**config.mk**
```make
export PLATFORM = sky130hd
export DESIGN_NAME = cmem_loader_flat
export DESIGN_NICKNAME = d
export VERILOG_FILES = /design/src/rtl/cgra_pkg.sv /design/src/rtl/cmem_loader_if.sv /design/src/rtl/cmem_loader_row_sel.sv /design/src/rtl/cmem_loader.sv /design/src/flat_wrapper.sv
export SDC_FILE = /design/constraint.sdc
export NUM_CORES = 1
export LEC_CHECK = 0
export BUFFER_PORTS_ARGS = -buffer_cell sky130_fd_sc_hd__buf_2
export CORE_ASPECT_RATIO = 1.75
export CORE_MARGIN = 2
export CORE_UTILIZATION = 43
export DETAILED_ROUTE_END_ITERATION = 16
export GPL_ROUTABILITY_DRIVEN = 1
export MAX_ROUTING_LAYER = met4
export PLACE_DENSITY = 0.73
export SLEW_MARGIN = 20
export SYNTH_ARGS = -nofsm -noshare
export SYNTH_HDL_FRONTEND = slang
export SYNTH_SLANG_ARGS = --single-unit
```
**constraint.sdc**
```tcl
create_clock -name clk_i -period 2.1 [get_ports clk_i]
set_clock_uncertainty 0.15 [all_clocks]
set_input_delay 0.42 -clock clk_i [delete_from_list [all_inputs] [get_ports clk_i]]
set_output_delay 0.42 -clock clk_i [all_outputs]
set_load 0.005 [all_outputs]
```
**src/rtl/cgra_pkg.sv**
```systemverilog
// cgra_pkg: shared CGRA sizing constants and the context-memory loader FSM state type.
package cgra_pkg;

  localparam int N_ROW             = 4;
  localparam int IMEM_N_LINES      = 32;
  localparam int IMEM_N_LINES_LOG2 = $clog2(IMEM_N_LINES);
  localparam int DATA_WIDTH        = 32;
  localparam int ADDR_W            = IMEM_N_LINES_LOG2;
  localparam int ROW_W             = (N_ROW > 1) ? $clog2(N_ROW) : 1;

  typedef enum logic [1:0] {
    IDLE = 2'd0,
    LOAD = 2'd1,
    FIN  = 2'd2
  } cmem_loader_state_t;

endpackage

```
**src/rtl/cmem_loader_if.sv**
```systemverilog
// cmem_loader_if: kernel command, word stream and context-memory write port of cmem_loader.
// checksum_i exists only when CMEM_LOADER_CHECKSUM_EN is defined.
interface cmem_loader_if
  import cgra_pkg::*;
();

  logic                  start_i;
  logic [ADDR_W-1:0]     base_addr_i;
  logic [ADDR_W:0]       n_lines_i;
  logic [N_ROW-1:0]      row_mask_i;
  logic                  abort_i;
`ifdef CMEM_LOADER_CHECKSUM_EN
  logic [DATA_WIDTH-1:0] checksum_i;
`endif
  logic                  data_valid_i;
  logic [DATA_WIDTH-1:0] data_i;
  logic                  data_ready_o;
  logic [N_ROW-1:0]      cm_row_req_o;
  logic                  cm_we_o;
  logic [ADDR_W-1:0]     cm_addr_o;
  logic [DATA_WIDTH-1:0] cm_wdata_o;
  logic                  busy_o;
  logic                  done_o;
  logic                  error_o;

  modport slave (
`ifdef CMEM_LOADER_CHECKSUM_EN
    input  checksum_i,
`endif
    input  start_i, base_addr_i, n_lines_i, row_mask_i, abort_i,
    input  data_valid_i, data_i,
    output data_ready_o, cm_row_req_o, cm_we_o, cm_addr_o, cm_wdata_o,
    output busy_o, done_o, error_o
  );

  modport master (
`ifdef CMEM_LOADER_CHECKSUM_EN
    output checksum_i,
`endif
    output start_i, base_addr_i, n_lines_i, row_mask_i, abort_i,
    output data_valid_i, data_i,
    input  data_ready_o, cm_row_req_o, cm_we_o, cm_addr_o, cm_wdata_o,
    input  busy_o, done_o, error_o
  );

endinterface

```
**src/rtl/cmem_loader_row_sel.sv**
```systemverilog
// cmem_loader_row_sel: finds the lowest set mask bit at an index >= from_row_i.
module cmem_loader_row_sel
  import cgra_pkg::*;
(
  input  logic [N_ROW-1:0] mask_i,
  input  logic [ROW_W:0]   from_row_i,
  output logic [ROW_W-1:0] next_row_o,
  output logic             valid_o
);

  // Scanning downward lets the lowest qualifying bit win.
  always_comb begin
    next_row_o = '0;
    valid_o    = 1'b0;
    for (int i = N_ROW - 1; i >= 0; i--) begin
      if (mask_i[i] && ((ROW_W+1)'(i) >= from_row_i)) begin
        next_row_o = ROW_W'(i);
        valid_o    = 1'b1;
      end
    end
  end

endmodule

```
**src/rtl/cmem_loader.sv**
```systemverilog
// cmem_loader: writes a streamed line range into each selected CGRA context memory row.
// Optional running-sum check against checksum_i is enabled by CMEM_LOADER_CHECKSUM_EN.
module cmem_loader
  import cgra_pkg::*;
(
  input logic          clk_i,
  input logic          rst_i,
  cmem_loader_if.slave bus
);

  cmem_loader_state_t    state_q, state_d;
  logic [ADDR_W-1:0]     base_q, base_d;
  logic [ADDR_W:0]       nLines_q, nLines_d;
  logic [N_ROW-1:0]      mask_q, mask_d;
  logic                  errFlag_q, errFlag_d;
  logic [ROW_W-1:0]      curRow_q, curRow_d;
  logic [ADDR_W-1:0]     line_q, line_d;
  logic                  cmWe_q, cmWe_d;
  logic [N_ROW-1:0]      cmRow_q, cmRow_d;
  logic [ADDR_W-1:0]     cmAddr_q, cmAddr_d;
  logic [DATA_WIDTH-1:0] cmWdata_q, cmWdata_d;
  logic                  done_q, done_d;
  logic                  error_q, error_d;
`ifdef CMEM_LOADER_CHECKSUM_EN
  logic [DATA_WIDTH-1:0] sum_q, sum_d;
  logic [DATA_WIDTH-1:0] checksum_q, checksum_d;
`endif

  logic [ROW_W-1:0] firstRow, nextRow;
  logic             firstValid, nextValid;
  logic             handshake, lastLine, rangeErr, finError;

  cmem_loader_row_sel u_first_sel (
    .mask_i     (bus.row_mask_i),
    .from_row_i ('0),
    .next_row_o (firstRow),
    .valid_o    (firstValid)
  );

  cmem_loader_row_sel u_next_sel (
    .mask_i     (mask_q),
    .from_row_i ({1'b0, curRow_q} + (ROW_W+1)'(1)),
    .next_row_o (nextRow),
    .valid_o    (nextValid)
  );

  // Range is checked two bits wider than the address so base+n never overflows.
  assign rangeErr  = ({2'b00, bus.base_addr_i} + {1'b0, bus.n_lines_i}) > (ADDR_W+2)'(IMEM_N_LINES);
  assign handshake = (state_q == LOAD) && bus.data_valid_i;
  assign lastLine  = ({1'b0, line_q} == (nLines_q - (ADDR_W+1)'(1)));
`ifdef CMEM_LOADER_CHECKSUM_EN
  assign finError  = errFlag_q || (sum_q != checksum_q);
`else
  assign finError  = errFlag_q;
`endif

  always_comb begin
    state_d   = state_q;
    base_d    = base_q;
    nLines_d  = nLines_q;
    mask_d    = mask_q;
    errFlag_d = errFlag_q;
    curRow_d  = curRow_q;
    line_d    = line_q;
    cmWe_d    = 1'b0;
    cmRow_d   = '0;
    cmAddr_d  = '0;
    cmWdata_d = '0;
    done_d    = 1'b0;
    error_d   = 1'b0;
`ifdef CMEM_LOADER_CHECKSUM_EN
    sum_d      = sum_q;
    checksum_d = checksum_q;
`endif

    case (state_q)
      IDLE: begin
        if (bus.start_i) begin
          base_d    = bus.base_addr_i;
          nLines_d  = bus.n_lines_i;
          mask_d    = bus.row_mask_i;
          line_d    = '0;
          curRow_d  = firstRow;
          errFlag_d = rangeErr;
`ifdef CMEM_LOADER_CHECKSUM_EN
          sum_d      = '0;
          checksum_d = bus.checksum_i;
`endif
          if (rangeErr || (bus.n_lines_i == '0) || !firstValid) begin
            state_d = FIN;
          end else begin
            state_d = LOAD;
          end
        end
      end

      LOAD: begin
        if (handshake) begin
          cmWe_d    = 1'b1;
          cmRow_d   = N_ROW'(1) << curRow_q;
          cmAddr_d  = base_q + line_q;
          cmWdata_d = bus.data_i;
`ifdef CMEM_LOADER_CHECKSUM_EN
          sum_d     = sum_q + bus.data_i;
`endif
          if (lastLine) begin
            line_d = '0;
            if (nextValid) begin
              curRow_d = nextRow;
            end else begin
              state_d = FIN;
            end
          end else begin
            line_d = line_q + ADDR_W'(1);
          end
        end
        // Abort wins over a final handshake, but that handshake's write still goes out.
        if (bus.abort_i) begin
          state_d = IDLE;
          error_d = 1'b1;
        end
      end

      FIN: begin
        state_d = IDLE;
        error_d = finError;
        done_d  = !finError;
      end

      default: state_d = IDLE;
    endcase
  end

  always_ff @(posedge clk_i) begin
    if (rst_i) begin
      state_q   <= IDLE;
      base_q    <= '0;
      nLines_q  <= '0;
      mask_q    <= '0;
      errFlag_q <= 1'b0;
      curRow_q  <= '0;
      line_q    <= '0;
      cmWe_q    <= 1'b0;
      cmRow_q   <= '0;
      cmAddr_q  <= '0;
      cmWdata_q <= '0;
      done_q    <= 1'b0;
      error_q   <= 1'b0;
`ifdef CMEM_LOADER_CHECKSUM_EN
      sum_q      <= '0;
      checksum_q <= '0;
`endif
    end else begin
      state_q   <= state_d;
      base_q    <= base_d;
      nLines_q  <= nLines_d;
      mask_q    <= mask_d;
      errFlag_q <= errFlag_d;
      curRow_q  <= curRow_d;
      line_q    <= line_d;
      cmWe_q    <= cmWe_d;
      cmRow_q   <= cmRow_d;
      cmAddr_q  <= cmAddr_d;
      cmWdata_q <= cmWdata_d;
      done_q    <= done_d;
      error_q   <= error_d;
`ifdef CMEM_LOADER_CHECKSUM_EN
      sum_q      <= sum_d;
      checksum_q <= checksum_d;
`endif
    end
  end

  assign bus.data_ready_o = (state_q == LOAD);
  assign bus.busy_o       = (state_q != IDLE);
  assign bus.cm_we_o      = cmWe_q;
  assign bus.cm_row_req_o = cmRow_q;
  assign bus.cm_addr_o    = cmAddr_q;
  assign bus.cm_wdata_o   = cmWdata_q;
  assign bus.done_o       = done_q;
  assign bus.error_o      = error_q;

endmodule

```
**src/flat_wrapper.sv**
```systemverilog
// flat-port wrapper written by rule: the top's interface ports become plain ports
module cmem_loader_flat import cgra_pkg::*;
  (clk_i, rst_i, bus_start_i, bus_base_addr_i, bus_n_lines_i, bus_row_mask_i, bus_abort_i, bus_data_valid_i, bus_data_i, bus_data_ready_o, bus_cm_row_req_o, bus_cm_we_o, bus_cm_addr_o, bus_cm_wdata_o, bus_busy_o, bus_done_o, bus_error_o);
  cmem_loader_if bus_i ();
  input logic clk_i;
  input logic rst_i;
  input wire logic [$bits(bus_i.start_i)-1:0] bus_start_i;
  input wire logic [$bits(bus_i.base_addr_i)-1:0] bus_base_addr_i;
  input wire logic [$bits(bus_i.n_lines_i)-1:0] bus_n_lines_i;
  input wire logic [$bits(bus_i.row_mask_i)-1:0] bus_row_mask_i;
  input wire logic [$bits(bus_i.abort_i)-1:0] bus_abort_i;
  input wire logic [$bits(bus_i.data_valid_i)-1:0] bus_data_valid_i;
  input wire logic [$bits(bus_i.data_i)-1:0] bus_data_i;
  output wire logic [$bits(bus_i.data_ready_o)-1:0] bus_data_ready_o;
  output wire logic [$bits(bus_i.cm_row_req_o)-1:0] bus_cm_row_req_o;
  output wire logic [$bits(bus_i.cm_we_o)-1:0] bus_cm_we_o;
  output wire logic [$bits(bus_i.cm_addr_o)-1:0] bus_cm_addr_o;
  output wire logic [$bits(bus_i.cm_wdata_o)-1:0] bus_cm_wdata_o;
  output wire logic [$bits(bus_i.busy_o)-1:0] bus_busy_o;
  output wire logic [$bits(bus_i.done_o)-1:0] bus_done_o;
  output wire logic [$bits(bus_i.error_o)-1:0] bus_error_o;
  assign bus_i.start_i = bus_start_i;
  assign bus_i.base_addr_i = bus_base_addr_i;
  assign bus_i.n_lines_i = bus_n_lines_i;
  assign bus_i.row_mask_i = bus_row_mask_i;
  assign bus_i.abort_i = bus_abort_i;
  assign bus_i.data_valid_i = bus_data_valid_i;
  assign bus_i.data_i = bus_data_i;
  assign bus_data_ready_o = bus_i.data_ready_o;
  assign bus_cm_row_req_o = bus_i.cm_row_req_o;
  assign bus_cm_we_o = bus_i.cm_we_o;
  assign bus_cm_addr_o = bus_i.cm_addr_o;
  assign bus_cm_wdata_o = bus_i.cm_wdata_o;
  assign bus_busy_o = bus_i.busy_o;
  assign bus_done_o = bus_i.done_o;
  assign bus_error_o = bus_i.error_o;
  cmem_loader u_core (.clk_i(clk_i), .rst_i(rst_i), .bus(bus_i));
endmodule
```
## Word level (Yosys, flattened, before mapping)

Cells that the tools add are included.

| word-level totals | value |
|---|---|
| output and inout port bits | 46 |
| bits of input ports | 52 |
| word-level logic and storage cells | 92 |
| register bits after elaboration | 69 |

| operators by class | value |
|---|---|
| mux-type cells | 35 |
| bitwise operators | 3 |
| equality and inequality tests | 10 |
| reductions and logical operators | 20 |
| shift-type cells | 1 |
| order comparisons | 5 |
| $add $sub $neg | 5 |

Operators by type and width:

| kind | number |
|---|---|
| 2-to-1 mux 2 bit | 18 |
| 2-to-1 mux 5 bit | 3 |
| 2-to-1 mux 1 bit | 10 |
| one-hot mux 5 bit (2 select lines) | 1 |
| one-hot mux 2 bit (2 select lines) | 2 |
| adder 5 x 6 -> 7 bit | 1 |
| greater-than comparator 7 x 6 -> 1 bit, second input constant | 1 |
| equality test 5 x 6 -> 1 bit | 1 |
| >= comparator 1 x 3 -> 1 bit, first input constant | 2 |
| >= comparator 2 x 3 -> 1 bit, first input constant | 2 |
| logical NOT 6 bit | 1 |
| != test 2 x 1 -> 1 bit, second input constant | 3 |
| != test 3 x 2 -> 1 bit, second input constant | 2 |
| subtractor 6 x 1 -> 6 bit, second input constant | 1 |
| adder 5 x 1 -> 5 bit, second input constant | 1 |
| adder 5 bit | 1 |
| logical AND 1 bit | 5 |
| AND reduction 5 bit | 1 |
| AND reduction 4 bit | 1 |
| nonzero test 2 bit | 2 |
| OR reduction 2 bit | 2 |
| << shifter 1 x 2 -> 4 bit, first input constant | 1 |
| adder 2 x 1 -> 3 bit, second input constant | 1 |
| != test 3 bit, second input constant | 1 |
| other kinds (11) | 15 |

## Depth between registers and ports, before layout

| depth | value |
|---|---|
| depth after elaboration | 12 |
| depth in mapped cells | 9 |
| gate-level depth less buffers | 9 |

## Cells and area by module

A second synthesis with hierarchy kept.

| second synthesis, totals | value |
|---|---|
| cells, all modules | 323 |
| area total of the unflattened synthesis | 2991.6 um2 |

Modules (own cells, without submodules):

| module | cells an instance | instances | seq. area each (um2) | area each (um2) |
|---|---|---|---|---|
| cmem_loader | 301 | 1 | 1381.3 | 2856.5 |
| cmem_loader_row_sel | 11 | 2 | 0.0 | 67.6 |

## Worst setup path before layout

Ideal clock, no wire load.

| path | value |
|---|---|
| path type | input-to-reg |
| start | input bus_n_lines_i[0] |
| end | register u_core.state_q[1] |
| library setup time | 0.116 ns |
| buffers on the path | 0 |
| arrival time | 2.004 ns |
| slack | -0.170 ns |
| data required time | 1.834 ns |
| cell stages on the path | 9 |
| cell sequence | ha_1 -> inv_1 -> fa_1 -> nor2b_1 -> o22ai_1 -> xnor2_1 -> o32ai_1 -> nand4_1 -> o211a_1 |

| on the way | value |
|---|---|
| cells in the longest elaborated chain, start to end | 7 |
| elaborated cells between the ends (all ways) | 8 |
| classes of those cells | add/sub: 1; order compare: 1; mux: 3; reduce/logical: 3 |

RTL lines:

| item | RTL line | RTL |
|---|---|---|
| start: declaration | flat_wrapper.sv:9 | `input wire logic [$bits(bus_i.n_lines_i)-1:0] bus_n_lines_i;` |
| adder 5 x 6 -> 7 bit | cmem_loader.sv:48 | `assign rangeErr = ({2'b00, bus.base_addr_i} + {1'b0, bus.n_lines_i}) > (ADDR_W+2)'(IMEM_N_LINES);` |
| greater-than comparator 7 x 6 -> 1 bit | cmem_loader.sv:48 |  |
| logical OR 1 bit * (2 in series) | cmem_loader.sv:89 | `if (rangeErr \|\| (bus.n_lines_i == '0) \|\| !firstValid) begin` |
| 2-to-1 mux 2 bit * | cmem_loader.sv:89 |  |
| 2-to-1 mux 2 bit * | cmem_loader.sv:78 | `if (bus.start_i) begin` |
| one-hot mux 2 bit (2 select lines) * | cmem_loader.sv:76 | `case (state_q)` |
| end signal: assignment | cmem_loader.sv:154 | `state_q <= state_d;` |
| end: declaration | cmem_loader.sv:11 | `cmem_loader_state_t state_q, state_d;` |

Mark *: on every way between the ends. The rest lies on a longest branch, timed or not. The select of a mux whose other input is x is not followed.
A chain may end at the register's enable or synchronous reset.

## Worst setup path after layout

Same ends and word-level chain as after synthesis.

==> impl_metrics.toml <==
[floorplanning]
fp.dieW_um = 65.57
num_rows = 39
core_area_sq_um = 6490
die_y_um = 111.8
initial_core_util = 0.4396
die-area_sq_um = 7327
ios = 98

[synthesis]
synth_fa_ha_area_frac = 0.07544
ys_seq_area_frac = 0.4772
netlist_instances = 301
synth.avg_cell_area_sq_um = 9.478
synth_top_family_by_area = "simple AND/OR/NAND/NOR gates"
synth_nets = 369
synth-seq-cells = 68
synthMuxAreaShare = 0.007018
synth_xor_area_frac = 0.05219
synth_compound_area_frac = 0.1342
syn_area_sq_um = 2853
synthSimpleGateAreaFrac = 0.2066
yosysTopAreaCellShare = 0.4772
yosys.area.top_type = "dfxtp_1"
ys.flop_type = "dfxtp_1"
synth-edff-count = 0
async_flop_share = 0
synth.area.top_cells = "dfxtp_1 48%, and2_1 7.5%, ha_1 6.1%"
yosysWarnings = 0
yosysUniqueCellTypes = 48

[critical_path]
endpoint_kind = "flip-flop"
crit_path_end = "u_core.state_q[1]"
path_buf_inv = 2
regToRegSetupSlack_ps = 80
worst_setup_path_start_kind = "input port"
path_cells = "buf_2 -> ha_4 -> inv_2 -> fa_2 -> xnor2_1 -> nor3b_2 -> o211ai_1 -> o32ai_2 -> nand4_1 -> o211a_1"
r2r-start = "u_core.nLines_q[0]"
slowest_delay_ps = 360
cpLargestDelayFamily = "compound AO/OA/AOI/OAI gates"
critPathKind = "input port to flip-flop"
worstSetupStartpoint = "bus_n_lines_i[0]"
ff2ff_path_depth = 9
critical_path_depth = 10
crit_fanout = 3
slowest_stage = "fa_2"
arrival_ps = 2110
critPathRequiredTime_ps = 2170
reg2reg_to = "u_core.curRow_q[0]"

[timing]
min_period_ps = 2040
fin_ws_ps = 59.88
setup_violations = 0
rsz0062_at_grt = "yes"
timing_hold_violations_final = 0
whs_ps = 143.0
period_share = 0.9715
maxSlewViolCount = 0
fmax_mhz = 490.2
tightestPinTransition_ps = 513.9
relSlewSlack = 0.6566

[placement]
pre_cts_slack_ps = -315.5
place_congestion = 0.8162
dpl_cell_area_sq_um = 3567
place_hpwl_um = 4831
io_buffer_count = 97

[global_routing]
track_usage = 0.1860
grt_overflow_total = 0
grt_max_degree = 36
grt_pass1_wl_um = 10120
antenna_found_initial = 0
grt_pass1_vias = 2398

[pwr]
p_int_mw = 2.585
max-vdd-ir-drop_uv = 412.9
p_comb_frac = 0.154
clock_power_share = 0.433
switching_share = 0.2351
leakagePower_nw = 1.879
powerDensity_nw_per_um2 = 864.2
seqPwrFrac = 0.413
switching_power_mw = 0.7948

[finish]
nets = 487
utilization = 0.6027
final_cell_area_sq_um = 3911
n_antenna_cell = 0
drive_gt1_frac = 0.3538
syn_to_final_growth_pct = 37.11
nFillCells = 560

[status]
outcome = "finished, final reports clean"

[route]
wl_per_cell_um = 12.33
drtIter0Drc = 65
first_pass_iters = 4
antenna_left = 0
routed-via-count = 2432
vias_per_cell = 4.806
drc = 0
routed_wl_um = 6240

[job]
maxCapViolations = 0

[cts]
cts_tree = "built"
hold_buffers = 0
root_buffer = "clkbuf_16"
cts_inserted_buffers = 9
h-tree-depth = 3
path_clk_slew_ps = 50
clock_latency_ps = 330
clock-sinks = 68
clock_path_buffers = 2

[min_path]
hp-class = "input port to flip-flop"
worstHoldPathCells = 2
## synth_stat cells, types with 2 or more instances
cell / instances
fa_1: 2
nor3b_1: 4
nor2b_1: 2
buf_6: 3
mux2i_1: 2
and3_1: 3
o32ai_1: 2
a21oi_1: 25
nor4_1: 2
nor3_1: 5
nand4_1: 3
nand3_1: 3
nand2_1: 32
ha_1: 14
clkbuf_1: 8
nor2_1: 19
o22ai_1: 2
and2_1: 34
o21ai_0: 4
a31oi_1: 2
dfxtp_1: 68
inv_1: 19
xor2_1: 10
a21o_1: 3
xnor2_1: 7
## worst min path at each step
stage	startpoint	endpoint
after detailed placement	u_core.base_q[0]	u_core.base_q[0]
after global routing	bus_data_i[8]	u_core.bus.cm_wdata_o[8]
after floorplan	u_core.errFlag_q	u_core.bus.done_o
after global placement	u_core.base_q[3]	u_core.base_q[3]
final	bus_data_i[8]	u_core.bus.cm_wdata_o[8]
after CTS	bus_data_i[8]	u_core.bus.cm_wdata_o[8]
## state kept, by name (all words and copies together), names as in the netlist
signal,count
u_core.bus.cm_addr_o,5
u_core.curRow_q,2
u_core.bus.cm_wdata_o,32
u_core.nLines_q,6
u_core.bus.error_o,1
u_core.line_q,5
u_core.mask_q,3
u_core.bus.done_o,1
u_core.base_q,5
u_core.state_q,2
u_core.bus.cm_we_o,1
u_core.errFlag_q,1
u_core.bus.cm_row_req_o,4
## power by group through the flow
stage	registers, mW	clock network [mW]	logic (mW)
after CTS	1.39	1.51	0.516
final	1.40	1.46	0.520
after global routing	1.40	1.55	0.582
after floorplan	1.41	0	0.325
after global placement	1.42	0	0.488
after detailed placement	1.42	0	0.503
## metal layers
metal	track usage	wire, um	vias to the layer above
li1	-	-	1248
met1	0.1633	2272	1089
met2	0.3381	3381	81
met3	0.04545	385	14
met4	0.1181	201	0
met5	-	0	-
## stage by stage
step / setup TNS, ps / total power, mW / instances
after floorplan: 0 / 1.738 / 301
after global placement: -715.0 / 1.905 / 489
after detailed placement: -871.8 / 1.923 / 489
after CTS: 0 / 3.419 / 505
after global routing: -42.74 / 3.540 / 506
final: 0 / 3.380 / 506
## final cells by class
| type | instances | area, sq um | area share |
|---|---|---|---|
| multi-input cells | 203 | 1420 | 0.3631 |
| flip-flops and latches | 68 | 1364 | 0.3487 |
| repair buffers | 118 | 655.6 | 0.1676 |
| clock buffers | 15 | 267.8 | 0.06846 |
| well taps | 82 | 102.6 | 0.02623 |
| inverters | 19 | 71.32 | 0.01823 |
| clock inverters | 1 | 30.03 | 0.007678 |
## cells by family after synthesis
family,Yosys count
AOI/OAI and AO/OA,54
xor gates and xnor gates,17
adders and majority gates,16
buffers and inverters,30
DFF,68
muxes,2
and+or+nand+nor,114
## placed cells by master (no fill, tap or decap), drive strengths merged, types with 2 or more instances in the layout
cell and instances:
a21o 3, a21oi 25, a31oi 2, and2 34, and3 3, buf 118
clkbuf 15, dfxtp 68, fa 2, ha 14, inv 19, mux2i 2
nand2 32, nand3 3, nand4 3, nor2 20, nor2b 2, nor3 5
nor3b 4, nor4 2, o2111ai 2, o21ai 4, o22ai 2, o32ai 2
xnor2 7, xor2 10
## timing repair
item	4_1_cts	5_1_grt
gates resized for setup	3	7
pin swaps	3	7
buffers inserted	0	1
endpoints found under the setup margin	3	4
No activity file was read; power rests on OpenSTA's default activity.
